## src/rtl/sync_fifo_prog.sv

```systemverilog
`default_nettype none
// ============================================================================
// Module : sync_fifo_prog
// Single-clock FIFO: FWFT or registered read, programmable almost flags,
// write-through when full, flush, fill level and sticky error flags.
// Rev    : 1.0
// ============================================================================
module sync_fifo_prog #(
  parameter int DATA_W = 32,
  parameter int DEPTH  = 16,
  parameter int FWFT   = 1,
  parameter int CNT_W  = $clog2(DEPTH + 1)
) (
  input  logic              clk,
  input  logic              rstn,
  input  logic              i_flush,
  input  logic              i_wren,
  input  logic [DATA_W-1:0] i_wrdata,
  input  logic              i_rden,
  output logic [DATA_W-1:0] o_rddata,
  output logic              o_rdvalid,
  input  logic [CNT_W-1:0]  i_afull_th,
  input  logic [CNT_W-1:0]  i_aempty_th,
  output logic              o_full,
  output logic              o_empty,
  output logic              o_alm_full,
  output logic              o_alm_empty,
  output logic [CNT_W-1:0]  o_count,
  output logic              o_overflow,
  output logic              o_underflow,
  input  logic              i_clr_err
);

  localparam int               PTR_W      = $clog2(DEPTH);
  localparam logic [CNT_W-1:0] C_DEPTH    = CNT_W'(DEPTH);
  localparam logic [CNT_W-1:0] C_CNT_ONE  = CNT_W'(1);
  localparam logic [PTR_W-1:0] C_PTR_LAST = PTR_W'(DEPTH - 1);
  localparam logic [PTR_W-1:0] C_PTR_ONE  = PTR_W'(1);

  logic [DATA_W-1:0] mem_q [DEPTH];
  logic [PTR_W-1:0]  wrptr_q, wrptr_d;
  logic [PTR_W-1:0]  rdptr_q, rdptr_d;
  logic [CNT_W-1:0]  count_q, count_d;
  logic              ovf_q, ovf_d;
  logic              unf_q, unf_d;
  logic              empty, full, rd_acc, wr_acc, wr_do, rd_do;

  assign empty  = (count_q == '0);
  assign full   = (count_q == C_DEPTH);
  assign rd_acc = i_rden & ~empty;
  assign wr_acc = i_wren & (~full | rd_acc);
  // Flush overrides any same-cycle transfer.
  assign wr_do  = wr_acc & ~i_flush;
  assign rd_do  = rd_acc & ~i_flush;

  always_comb begin
    wrptr_d = wrptr_q;
    rdptr_d = rdptr_q;
    count_d = count_q;
    if (i_flush) begin
      wrptr_d = '0;
      rdptr_d = '0;
      count_d = '0;
    end else begin
      if (wr_do) wrptr_d = (wrptr_q == C_PTR_LAST) ? '0 : wrptr_q + C_PTR_ONE;
      if (rd_do) rdptr_d = (rdptr_q == C_PTR_LAST) ? '0 : rdptr_q + C_PTR_ONE;
      if (wr_do && !rd_do)      count_d = count_q + C_CNT_ONE;
      else if (rd_do && !wr_do) count_d = count_q - C_CNT_ONE;
    end
    // New errors win over a same-cycle clear.
    ovf_d = (ovf_q & ~i_clr_err) | (i_wren & ~wr_acc & ~i_flush);
    unf_d = (unf_q & ~i_clr_err) | (i_rden & empty & ~i_flush);
  end

  always_ff @(posedge clk or negedge rstn) begin
    if (!rstn) begin
      wrptr_q <= '0;
      rdptr_q <= '0;
      count_q <= '0;
      ovf_q   <= 1'b0;
      unf_q   <= 1'b0;
    end else begin
      wrptr_q <= wrptr_d;
      rdptr_q <= rdptr_d;
      count_q <= count_d;
      ovf_q   <= ovf_d;
      unf_q   <= unf_d;
    end
  end

  always_ff @(posedge clk) begin
    if (wr_do) mem_q[wrptr_q] <= i_wrdata;
  end

  generate
    if (FWFT != 0) begin : g_fwft
      assign o_rddata  = mem_q[rdptr_q];
      assign o_rdvalid = ~empty;
    end else begin : g_reg_read
      logic [DATA_W-1:0] rddata_q, rddata_d;
      logic              rdvalid_q, rdvalid_d;

      always_comb begin
        rddata_d  = rddata_q;
        rdvalid_d = rd_do;
        if (rd_do) rddata_d = mem_q[rdptr_q];
      end

      always_ff @(posedge clk or negedge rstn) begin
        if (!rstn) begin
          rddata_q  <= '0;
          rdvalid_q <= 1'b0;
        end else begin
          rddata_q  <= rddata_d;
          rdvalid_q <= rdvalid_d;
        end
      end

      assign o_rddata  = rddata_q;
      assign o_rdvalid = rdvalid_q;
    end
  endgenerate

  assign o_full      = full;
  assign o_empty     = empty;
  assign o_alm_full  = (count_q >= i_afull_th);
  assign o_alm_empty = (count_q <= i_aempty_th);
  assign o_count     = count_q;
  assign o_overflow  = ovf_q;
  assign o_underflow = unf_q;

endmodule
`default_nettype wire

```

## config.mk

```make
export PLATFORM = sky130hd
export DESIGN_NAME = sync_fifo_prog
export DESIGN_NICKNAME = d
export VERILOG_FILES = /design/src/rtl/sync_fifo_prog.sv
export SDC_FILE = /design/constraint.sdc
export NUM_CORES = 1
export LEC_CHECK = 0
export ABC_AREA = 0
export BUFFER_PORTS_ARGS = -buffer_cell sky130_fd_sc_hd__buf_2
export CORE_AREA = 2 2 214 216
export CTS_BUF_LIST = sky130_fd_sc_hd__clkbuf_4
export CTS_CLUSTER_DIAMETER = 50
export CTS_CLUSTER_SIZE = 28
export DETAILED_ROUTE_END_ITERATION = 8
export DIE_AREA = 0 0 216 218
export GPL_TIMING_DRIVEN = 1
export PLACE_DENSITY_LB_ADDON = 0.15
export SETUP_SLACK_MARGIN = 0.15
export SLEW_MARGIN = 40
export SYNTH_ARGS = -nofsm -noshare
export SYNTH_HDL_FRONTEND = slang
export SYNTH_SLANG_ARGS = --single-unit
```

## constraint.sdc

```tcl
create_clock -name clk -period 5.6 [get_ports clk]
set_clock_uncertainty 0.1 [all_clocks]
set_input_delay 1.12 -clock clk [delete_from_list [all_inputs] [get_ports clk]]
set_output_delay 1.12 -clock clk [all_outputs]
set_load 0.03 [all_outputs]
```

==> results.py, run 1 <==
metrics = {
    "critical_path": {
        "path_cells": "buf_4, nor2b_4, buf_4, a221oi_1, o21ai_0, nand2_1, buf_2",
        "crit_top_cell": "buf_4",
        "cp_slowest_cell": "dfrtp_2",
        "cp_slowest_stage_delay_ns": 0.85,
        "timing.rr.end": "mem_q[11][13]",
        "cp.depth": 7,
        "cp_num_buf_inv": 3,
        "cp-startpoint": "rdptr_q[2]",
        "cp_max_fo": 34,
        "critPathArrivalTime_ns": 3.61,
        "worstSetupEndpoint": "o_rddata[24]",
        "worstSetupStartpointType": "flip-flop",
        "reg2reg_slack_ns": 2.24,
        "end_kind": "output pin",
        "worstRegToRegCells": 6,
        "worstPathRequired_ns": 4.38,
        "worstSetupPathType": "flip-flop to output pin",
        "path_delay_family": "buffers and inverters",
        "worst_r2r_startpoint": "o_count[0]",
    },
    "finish": {
        "fin_nets": 1297,
        "final_common_cell": "edfxtp_1",
        "final_cell_mix": "512 x edfxtp_1, 99 x mux2i_1, 91 x buf_2",
        "drive_gt1_frac": 0.262,
        "areaGrowthSynthToFinish_pct": 10.8,
        "fillers": 3732,
        "instances_no_fill": 1866,
        "final_core_util": 0.514,
    },
    "power": {
        "total_power_w": 0.00826,
        "pwr-share-seq": 0.547,
        "power.share.clock": 0.251,
        "combPwrFrac": 0.202,
        "ir_worst_vdd_v": 0.000264,
        "power-per-cell-area_mw_per_mm2": 358,
        "swShare": 0.306,
        "leakagePower_nw": 7.39,
        "power_switching_w": 0.00253,
        "p_int_w": 0.00573,
    },
    "die": {
        "die_w_um": 216,
        "die_h_um": 218,
        "fp.dieArea_mm2": 0.0471,
        "pin_count": 92,
        "core-area_mm2": 0.0449,
        "initial_utilization": 0.464,
        "rows": 78,
    },
    "timing": {
        "finalHoldViolations": 0,
        "setup_viol": 0,
        "maxSlewHeadroom": 0.454,
        "fmax_ghz": 0.207,
        "fin_crit_sh": 0.862,
        "worst_pin_slew_ns": 0.816,
        "min_period_ns": 4.83,
        "hold_ws_ns": 0.0883,
        "rsz0062_at_grt": "no",
        "drv_slew": 0,
        "finalSetupTns_ns": 0,
    },
    "logic_synthesis": {
        "syn_inst": 1114,
        "synth_ff_type": "edfxtp_1",
        "synth_top_area_cell": "edfxtp_1",
        "syn_avg_cell_area_um2": 18.7,
        "synth_cell_types": 43,
        "syn-cell-area_mm2": 0.0208,
        "yosysWarnings": 0,
        "ys_seq_elements": 527,
        "synthDominantCellAreaShare": 0.738,
        "ys_seq_area_frac": 0.756,
        "synth_edf_count": 512,
        "async_reset_ff_frac": 0.0285,
        "syn-num-nets": 1182,
        "ys_top_cells_by_area": "edfxtp_1 74%, mux4_2 6.9%, mux2i_1 4.8%, dfrtp_1 1.8%, mux2_2 1.7%",
    },
    "placement": {
        "gp_congestion": 0.746,
        "dp_cells": 1782,
        "dp_hpwl_um": 26100,
        "portBuffers": 91,
    },
    "global_routing": {
        "grt_start_max_net_pins": 54,
        "antenna_found_initial": 2,
        "grt_pass1_wl_um": 69300,
        "grt_pass1_vias": 10937,
        "globalRouteOverflowTotal": 0,
        "grtUsageTotal": 0.199,
    },
    "cts": {
        "hold_buffers": 0,
        "cts_tree": "done",
        "h-tree-depth": 2,
        "cts_num_sinks": 527,
        "clk_pin_slew_worst_paths_ns": 0.19,
        "cts_buffers": 44,
        "cts_resized": 0,
        "insertion_delay_ns": 0.81,
        "cts_root_buf": "clkbuf_4",
        "clockBufferDepth": 3,
        "post_cts_buffers": 0,
    },
    "drt": {
        "wl_per_cell_um": 24.6,
        "drc": 0,
        "wl_um": 45800,
        "via_count": 10605,
        "postRouteAntennaNets": 0,
        "viasPerCell": 5.68,
        "drtIter0Drc": 971,
        "drtPass1Iterations": 4,
    },
    "worst_hold_path": {
        "hold_class": "input port to async pin",
    },
    "outcome": {
        "outcome": "finished, final reports clean",
    },
    "flow_run": {
        "maxCapViolCount": 0,
    },
}
==> area by class of cell <==
cell class | count | area [um^2] | share of cell area
tap | 600 | 751 | 0.0325
clock inverter | 36 | 438 | 0.0190
multi-input combinational | 510 | 4880 | 0.212
antenna | 1 | 2.50 | 0.000108
sequential | 527 | 15800 | 0.683
inverter | 18 | 67.6 | 0.00293
clock buffer | 46 | 345 | 0.0150
timing repair buffer | 128 | 838 | 0.0363
==> per-layer routing <==
layer / global-route usage / vias up / wire length (um) / part of all wire
met5: 0 / - / 13 / 0.00028
met4: 0.0518 / 2 / 815 / 0.018
met3: 0.0339 / 55 / 2200 / 0.048
met2: 0.323 / 234 / 22100 / 0.48
met1: 0.283 / 5561 / 20700 / 0.45
li1: - / 4753 / - / -
==> sequential cells by signal, indices dropped and copies added, names as in the netlist <==
register / flops
wrptr_q: 4
o_count: 5
o_overflow: 1
o_underflow: 1
mem_q: 512
rdptr_q: 4
==> power by group through the flow <==
stage | Combinational [W] | Sequential (W) | Clock [W]
after floorplan | 0.00128 | 0.00456 | 0
after global placement | 0.00169 | 0.00460 | 0
after detailed placement | 0.00170 | 0.00461 | 0
after CTS | 0.00170 | 0.00452 | 0.00215
after global routing | 0.00181 | 0.00453 | 0.00230
final | 0.00167 | 0.00452 | 0.00208
==> metrics by stage <==
step                setup WS [ns]  instance area [um^2]
floorplan                   0.967                 20800
global placement             1.57                 22200
detailed placement           1.58                 22300
CTS                         0.659                 23100
global route                0.586                 23100
finish                      0.771                 23100
==> logic make-up after synthesis <==
logic type	count (synthesis)	synth area share
flops	527	0.756
mux	196	0.135
compound gates	189	0.0576
simple gates	100	0.0219
buf+inv	77	0.0158
fa+ha+maj	20	0.0124
xor+xnor	5	0.00210
==> synthesized netlist by cell type (2+ instances only) <==
cell      instances
a21oi_1          43
a221oi_1         32
a22oi_1          32
a311o_1           2
a31oi_1           2
buf_1             5
buf_2            21
buf_4             4
clkbuf_1         29
dfrtp_1          15
edfxtp_1        512
ha_1             19
inv_1            18
mux2_2           32
mux2i_1          99
mux4_2           64
nand2_1          49
nand2b_1          6
nand3_1           6
nor2_1           19
nor2b_1           4
nor3_1            7
o21a_1            3
o21ai_0          68
o32ai_1           2
xnor2_1           3
xor2_1            2
==> worst min-delay path by stage <==
| stage | from | cells after the start | slack, ns | end |
|---|---|---|---|---|
| after CTS | rstn | 1 | 0.01 | rdptr_q[1] |
| after global placement | o_overflow | 2 | 0.43 | o_overflow |
| after detailed placement | o_overflow | 2 | 0.43 | o_overflow |
| after floorplan | wrptr_q[1] | 2 | 0.46 | wrptr_q[1] |
| final | rstn | 1 | 0.09 | wrptr_q[3] |
| after global routing | rstn | 1 | 0.04 | wrptr_q[3] |
No activity file was read; power rests on OpenSTA's default activity.
==> run 2: changes to the inputs <==
--- a/config.mk
+++ b/config.mk
@@ -8,7 +8,7 @@
 export ABC_AREA = 0
 export BUFFER_PORTS_ARGS = -buffer_cell sky130_fd_sc_hd__buf_2
 export CORE_AREA = 2 2 214 216
-export CTS_BUF_LIST = sky130_fd_sc_hd__clkbuf_4
+export CTS_BUF_LIST = sky130_fd_sc_hd__clkbuf_8
 export CTS_CLUSTER_DIAMETER = 50
 export CTS_CLUSTER_SIZE = 28
 export DETAILED_ROUTE_END_ITERATION = 8
==> constraint.sdc (replaced) <==
create_clock -name clk -period 4.2 [get_ports clk]
set_clock_uncertainty 0.1 [all_clocks]
set_input_delay 0.84 -clock clk [delete_from_list [all_inputs] [get_ports clk]]
set_output_delay 0.84 -clock clk [all_outputs]
set_load 0.03 [all_outputs]
==> run 2 against run 1 <==
Net effect: via count increased by 0.45%; non-clock buffer count up 9; core utilization grew 1.0 points; power up 42%; critical path type unchanged; largest power group unchanged.
==> results.py, run 2 (synthesized netlist as in run 1, its figures left out) <==
metrics = {
    "outcome": {
        "outcome": "finished, final reports clean",
    },
    "global_routing": {
        "antenna_found_initial": 0,
        "grtUsageTotal": 0.196,
        "grt_pass1_wl_um": 67900,
        "globalRouteOverflowTotal": 0,
        "grt_start_max_net_pins": 68,
        "grt_pass1_vias": 10751,
    },
    "power": {
        "leakagePower_nw": 7.55,
        "power-per-cell-area_mw_per_mm2": 497,
        "ir_worst_vdd_v": 0.000464,
    },
    "timing": {
        "rsz0062_at_grt": "no",
        "setup_viol": 0,
        "min_period_ns": 3.85,
        "finalHoldViolations": 0,
        "maxSlewHeadroom": 0.583,
        "worst_pin_slew_ns": 0.620,
        "fmax_ghz": 0.260,
        "finalSetupTns_ns": 0,
        "drv_slew": 0,
        "fin_crit_sh": 0.916,
    },
    "finish": {
        "multi_input_area_mm2": 0.00491,
        "drive_gt1_frac": 0.264,
        "seqCellArea_mm2": 0.0158,
        "final_cell_mix": "512 x edfxtp_1, 99 x mux2i_1, 91 x buf_2",
        "fin_area_mm2": 0.0236,
        "largest_register_ffs": 512,
        "final_common_cell": "edfxtp_1",
        "areaGrowthSynthToFinish_pct": 13.0,
        "top_register": "mem_q",
        "fin_nets": 1305,
        "fillers": 3609,
        "n_antenna_cell": 0,
    },
    "drt": {
        "wl_um": 45200,
        "drtIter0Drc": 924,
        "viasPerCell": 5.69,
        "wl_per_cell_um": 24.1,
        "postRouteAntennaNets": 0,
        "drtPass1Iterations": 7,
        "drc": 0,
        "via_count": 10653,
    },
    "critical_path": {
        "worstSetupStartpointType": "flip-flop",
        "critPathArrivalTime_ns": 2.91,
        "worstRegToRegCells": 9,
        "cp_slowest_stage_delay_ns": 0.62,
        "cp-startpoint": "rdptr_q[0]",
        "end_kind": "output pin",
        "worstPathRequired_ns": 3.26,
        "worst_r2r_startpoint": "o_count[0]",
        "worstSetupPathType": "flip-flop to output pin",
        "cp_max_fo": 50,
        "path_cells": "buf_12, mux2i_1, a221oi_1, o21ai_0, nand2_1, buf_2",
        "cp_slowest_cell": "dfrtp_4",
    },
    "placement": {
        "gp_congestion": 0.753,
        "portBuffers": 91,
        "dp_hpwl_um": 26500,
        "placed_cell_area_mm2": 0.0224,
    },
    "cts": {
        "clockBufferDepth": 3,
        "h-tree-depth": 2,
        "clk_pin_slew_worst_paths_ns": 0.10,
        "cts_buffers": 43,
        "cts_tree": "done",
        "cts_num_sinks": 527,
        "post_cts_buffers": 0,
        "cts_root_buf": "clkbuf_8",
        "insertion_delay_ns": 0.64,
    },
    "die": {
        "fp.dieArea_mm2": 0.0471,
        "initial_utilization": 0.464,
        "die_h_um": 218,
        "die_w_um": 216,
        "rows": 78,
        "core-area_mm2": 0.0449,
        "pin_count": 92,
    },
    "worst_hold_path": {
        "min_path_cells": 2,
        "worstHoldStart": "i_clr_err",
        "hold_class": "input port to flip-flop",
    },
    "flow_run": {
        "maxCapViolCount": 0,
    },
}
-- run 2: repair_timing --
| item | 4_1_cts | 5_1_grt |
|---|---|---|
| hold endpoints to repair | 13 | 0 |
| endpoints found under the setup margin | 1 | 0 |
| resized for setup | 1 | 0 |
| hold buffers | 1 | 0 |
-- run 2: layout make-up --
| class | count | share of cell area |
|---|---|---|
| clock buffer | 45 | 0.0263 |
| clock inverter | 34 | 0.0193 |
| inverter | 18 | 0.00287 |
| multi-input combinational | 510 | 0.208 |
| sequential | 527 | 0.669 |
| tap | 600 | 0.0319 |
| timing repair buffer | 137 | 0.0421 |
-- run 2: through the flow --
stage | hold slack (ns) | power [W] | utilization | instances | setup slack (ns)
CTS | 0.238 | 0.0119 | 0.524 | 1870 | 0.241
global route | 0.259 | 0.0122 | 0.525 | 1871 | 0.157
detailed placement | 0.422 | 0.00849 | 0.500 | 1790 | 0.731
floorplan | 0.444 | 0.00778 | - | 1114 | 0.701
global placement | 0.431 | 0.00848 | 0.500 | 1790 | 0.754
finish | 0.292 | 0.0117 | 0.525 | 1871 | 0.351
-- run 2: worst paths after layout --
path | end | slack [ns]
setup reg to reg | o_count[4] | 0.91
max in group asynchronous | rdptr_q[3] | 3.09
hold / removal | o_underflow | 0.29
hold reg to reg | o_overflow | 0.43
setup / recovery | o_rddata[7] | 0.35
min in group asynchronous | rdptr_q[1] | 0.55
-- run 2: critical path: cells and delay by family (launching register included) --
kind	cells	cell delay (ns)
simple gates	1	0.12
buf+inv	2	0.57
mux	1	0.15
flops	1	0.62
compound gates	2	0.78
-- run 2: layer usage --
metal / track usage / wire length [um] / up-vias
li1: - / - / 4774
met1: 0.287 / 20600 / 5537
met2: 0.308 / 21200 / 287
met3: 0.0347 / 2490 / 55
met4: 0.0521 / 913 / 0
met5: 0 / 0 / -
-- run 2: power breakdown --
| part | internal, W | leakage [nW] | switching [W] |
|---|---|---|---|
| clock | 0.00140 | 0.548 | 0.00196 |
| sequential | 0.00584 | 4.81 | 0.000120 |
| combinational | 0.00102 | 2.20 | 0.00135 |
==> run 3: changes to the inputs <==
--- a/config.mk
+++ b/config.mk
@@ -15,6 +15,7 @@
 export DIE_AREA = 0 0 216 218
 export GPL_TIMING_DRIVEN = 1
 export PLACE_DENSITY_LB_ADDON = 0.15
+export RECOVER_POWER = 100
 export SETUP_SLACK_MARGIN = 0.15
 export SLEW_MARGIN = 40
 export SYNTH_ARGS = -nofsm -noshare
==> run 3 against run 2 <==
Net effect: the flow now finishes with violations (max-capacitance violations, max-slew violations); worst hold slack worse by 0.0063 ns; non-clock buffer count unchanged; clock power about the same; combinational power down 3%; count of clock-buffer cells in the layout unchanged; power down 0.57%; global-route usage unchanged; sequential cell count unchanged; die area unchanged.
==> results.py, run 3 (synthesized netlist as in run 1, its figures left out) <==
metrics = {
    "outcome": {
        "outcome": "finished with violations",
        "violations": "max-capacitance violations, max-slew violations",
    },
    "cts": {
        "insertion_delay_ns": 0.64,
        "cts_tree": "done",
        "clockBufferDepth": 3,
        "cts_buffers": 43,
        "cts_num_sinks": 527,
        "h-tree-depth": 2,
        "cts_root_buf": "clkbuf_8",
        "clk_pin_slew_worst_paths_ns": 0.10,
    },
    "critical_path": {
        "worst_r2r_startpoint": "o_count[2]",
        "cp_num_buf_inv": 3,
        "path_cells": "buf_12, buf_4, mux2i_1, a221oi_1, a22oi_1, nand2_1, clkbuf_1",
        "cp-startpoint": "rdptr_q[0]",
        "cp_slowest_cell": "dfrtp_4",
        "worstSetupStartpointType": "flip-flop",
        "cp_max_fo": 25,
        "cp_slowest_stage_delay_ns": 0.62,
        "end_kind": "output pin",
        "worstSetupPathType": "flip-flop to output pin",
        "critPathArrivalTime_ns": 2.99,
        "worstPathRequired_ns": 3.26,
        "path_delay_family": "buffers and inverters",
    },
    "finish": {
        "areaGrowthSynthToFinish_pct": 11.6,
        "drive_gt1_frac": 0.192,
        "largest_register_ffs": 512,
        "n_antenna_cell": 0,
        "top_register": "mem_q",
        "final_core_util": 0.518,
        "instances_no_fill": 1871,
        "final_common_cell": "edfxtp_1",
        "final_cell_mix": "512 x edfxtp_1, 99 x mux2i_1, 80 x clkbuf_1",
        "fin_nets": 1305,
    },
    "drt": {
        "drtIter0Drc": 871,
        "wl_per_cell_um": 24.2,
        "postRouteAntennaNets": 0,
        "drc": 0,
        "via_count": 10588,
        "viasPerCell": 5.66,
        "wl_um": 45300,
        "drtPass1Iterations": 5,
    },
    "placement": {
        "place_ws_ns": 0.731,
        "portBuffers": 91,
        "dp_cells": 1790,
        "dp_hpwl_um": 26500,
        "gp_congestion": 0.753,
    },
    "die": {
        "die_w_um": 216,
        "pin_count": 92,
        "core-area_mm2": 0.0449,
        "rows": 78,
        "die_h_um": 218,
        "fp.dieArea_mm2": 0.0471,
        "initial_utilization": 0.464,
    },
    "power": {
        "ir_worst_vdd_v": 0.000438,
        "leakagePower_nw": 7.28,
        "power-per-cell-area_mw_per_mm2": 500,
        "total_power_w": 0.0116,
    },
    "timing": {
        "fin_ws_ns": 0.273,
        "rsz0062_at_grt": "no",
        "fin_crit_sh": 0.935,
        "fmax_ghz": 0.255,
        "maxSlewHeadroom": -0.0830,
        "min_period_ns": 3.93,
        "worst_pin_slew_ns": 1.62,
        "drv_slew": 37,
        "finalHoldViolations": 0,
        "finalSetupTns_ns": 0,
        "setup_viol": 0,
    },
    "global_routing": {
        "globalRouteOverflowTotal": 0,
        "antenna_found_initial": 0,
        "grtUsageTotal": 0.196,
        "grt_pass1_vias": 10751,
        "grt_start_max_net_pins": 68,
        "grt_pass1_wl_um": 67900,
    },
    "flow_run": {
        "maxCapViolCount": 3,
    },
    "worst_hold_path": {
        "worstHoldStart": "i_clr_err",
        "hold_class": "input port to flip-flop",
    },
}
run 3: changes by cell type in the layout (fill, tap and decap cells not counted), moves of 2 or more:
| cell | delta |
|---|---|
| buf_12 | -3 |
| buf_2 | -66 |
| buf_4 | -20 |
| clkbuf_1 | +80 |
| clkbuf_2 | +8 |
| nor2_1 | +5 |
| nor2_2 | +2 |
| nor2_4 | -7 |
| nor3_1 | +3 |
| nor3_4 | -3 |
run 3: worst paths after layout:
path	endpoint	slack (ns)	cells after the start
worst max-delay path	o_rddata[11]	0.27	7
worst min-delay path	o_underflow	0.29	2
worst max register to register	mem_q[13][12]	0.43	6
worst min register to register	o_overflow	0.44	2
max in group asynchronous	rdptr_q[3]	2.39	2
min in group asynchronous	rdptr_q[1]	0.80	2
run 3: power by group:
part	switching [W]	internal, W	total [W]
sequential	0.000117	0.00585	0.00596
combinational	0.00134	0.000961	0.00230
clock	0.00196	0.00140	0.00337
total	0.00342	0.00821	0.0116
run 3: cell type report:
cell class	instances	area (um^2)
fillers	3674	21600
flip-flops and latches	527	15800
multi-input cells	510	4800
repair buffers	137	798
well taps	600	751
clock buffers	45	619
clock inverters	34	455
inverters	18	67.6
run 3: worst reg2reg max path: stages (launching register included):
cell and delay [ns]:
dfrtp_1 0.54, nor4_1 0.18, nand3_1 0.20, nor3b_1 0.56, nand2_1 0.31, nor2_2 0.79
clkbuf_2 0.70
run 3: routing by layer:
metal	GRT usage	vias up	part of all wire
li1	-	4768	-
met1	0.287	5500	0.46
met2	0.308	264	0.47
met3	0.0347	56	0.054
met4	0.0521	0	0.020
met5	0	-	0
run 3: metrics by stage:
stage | hold WS [ns] | instance area [um^2]
after global routing | 0.259 | 23300
after CTS | 0.238 | 23500
final | 0.286 | 23300
after floorplan | 0.444 | 20900
after global placement | 0.431 | 22400
after detailed placement | 0.422 | 22400
run 3: timing repair:
item | in CTS | in global routing
buffers inserted | 0 | 0
setup endpoints to repair | 1 | 0
endpoints found under the hold margin | 13 | 0
hold buffers | 1 | 0
resized for setup | 1 | 0
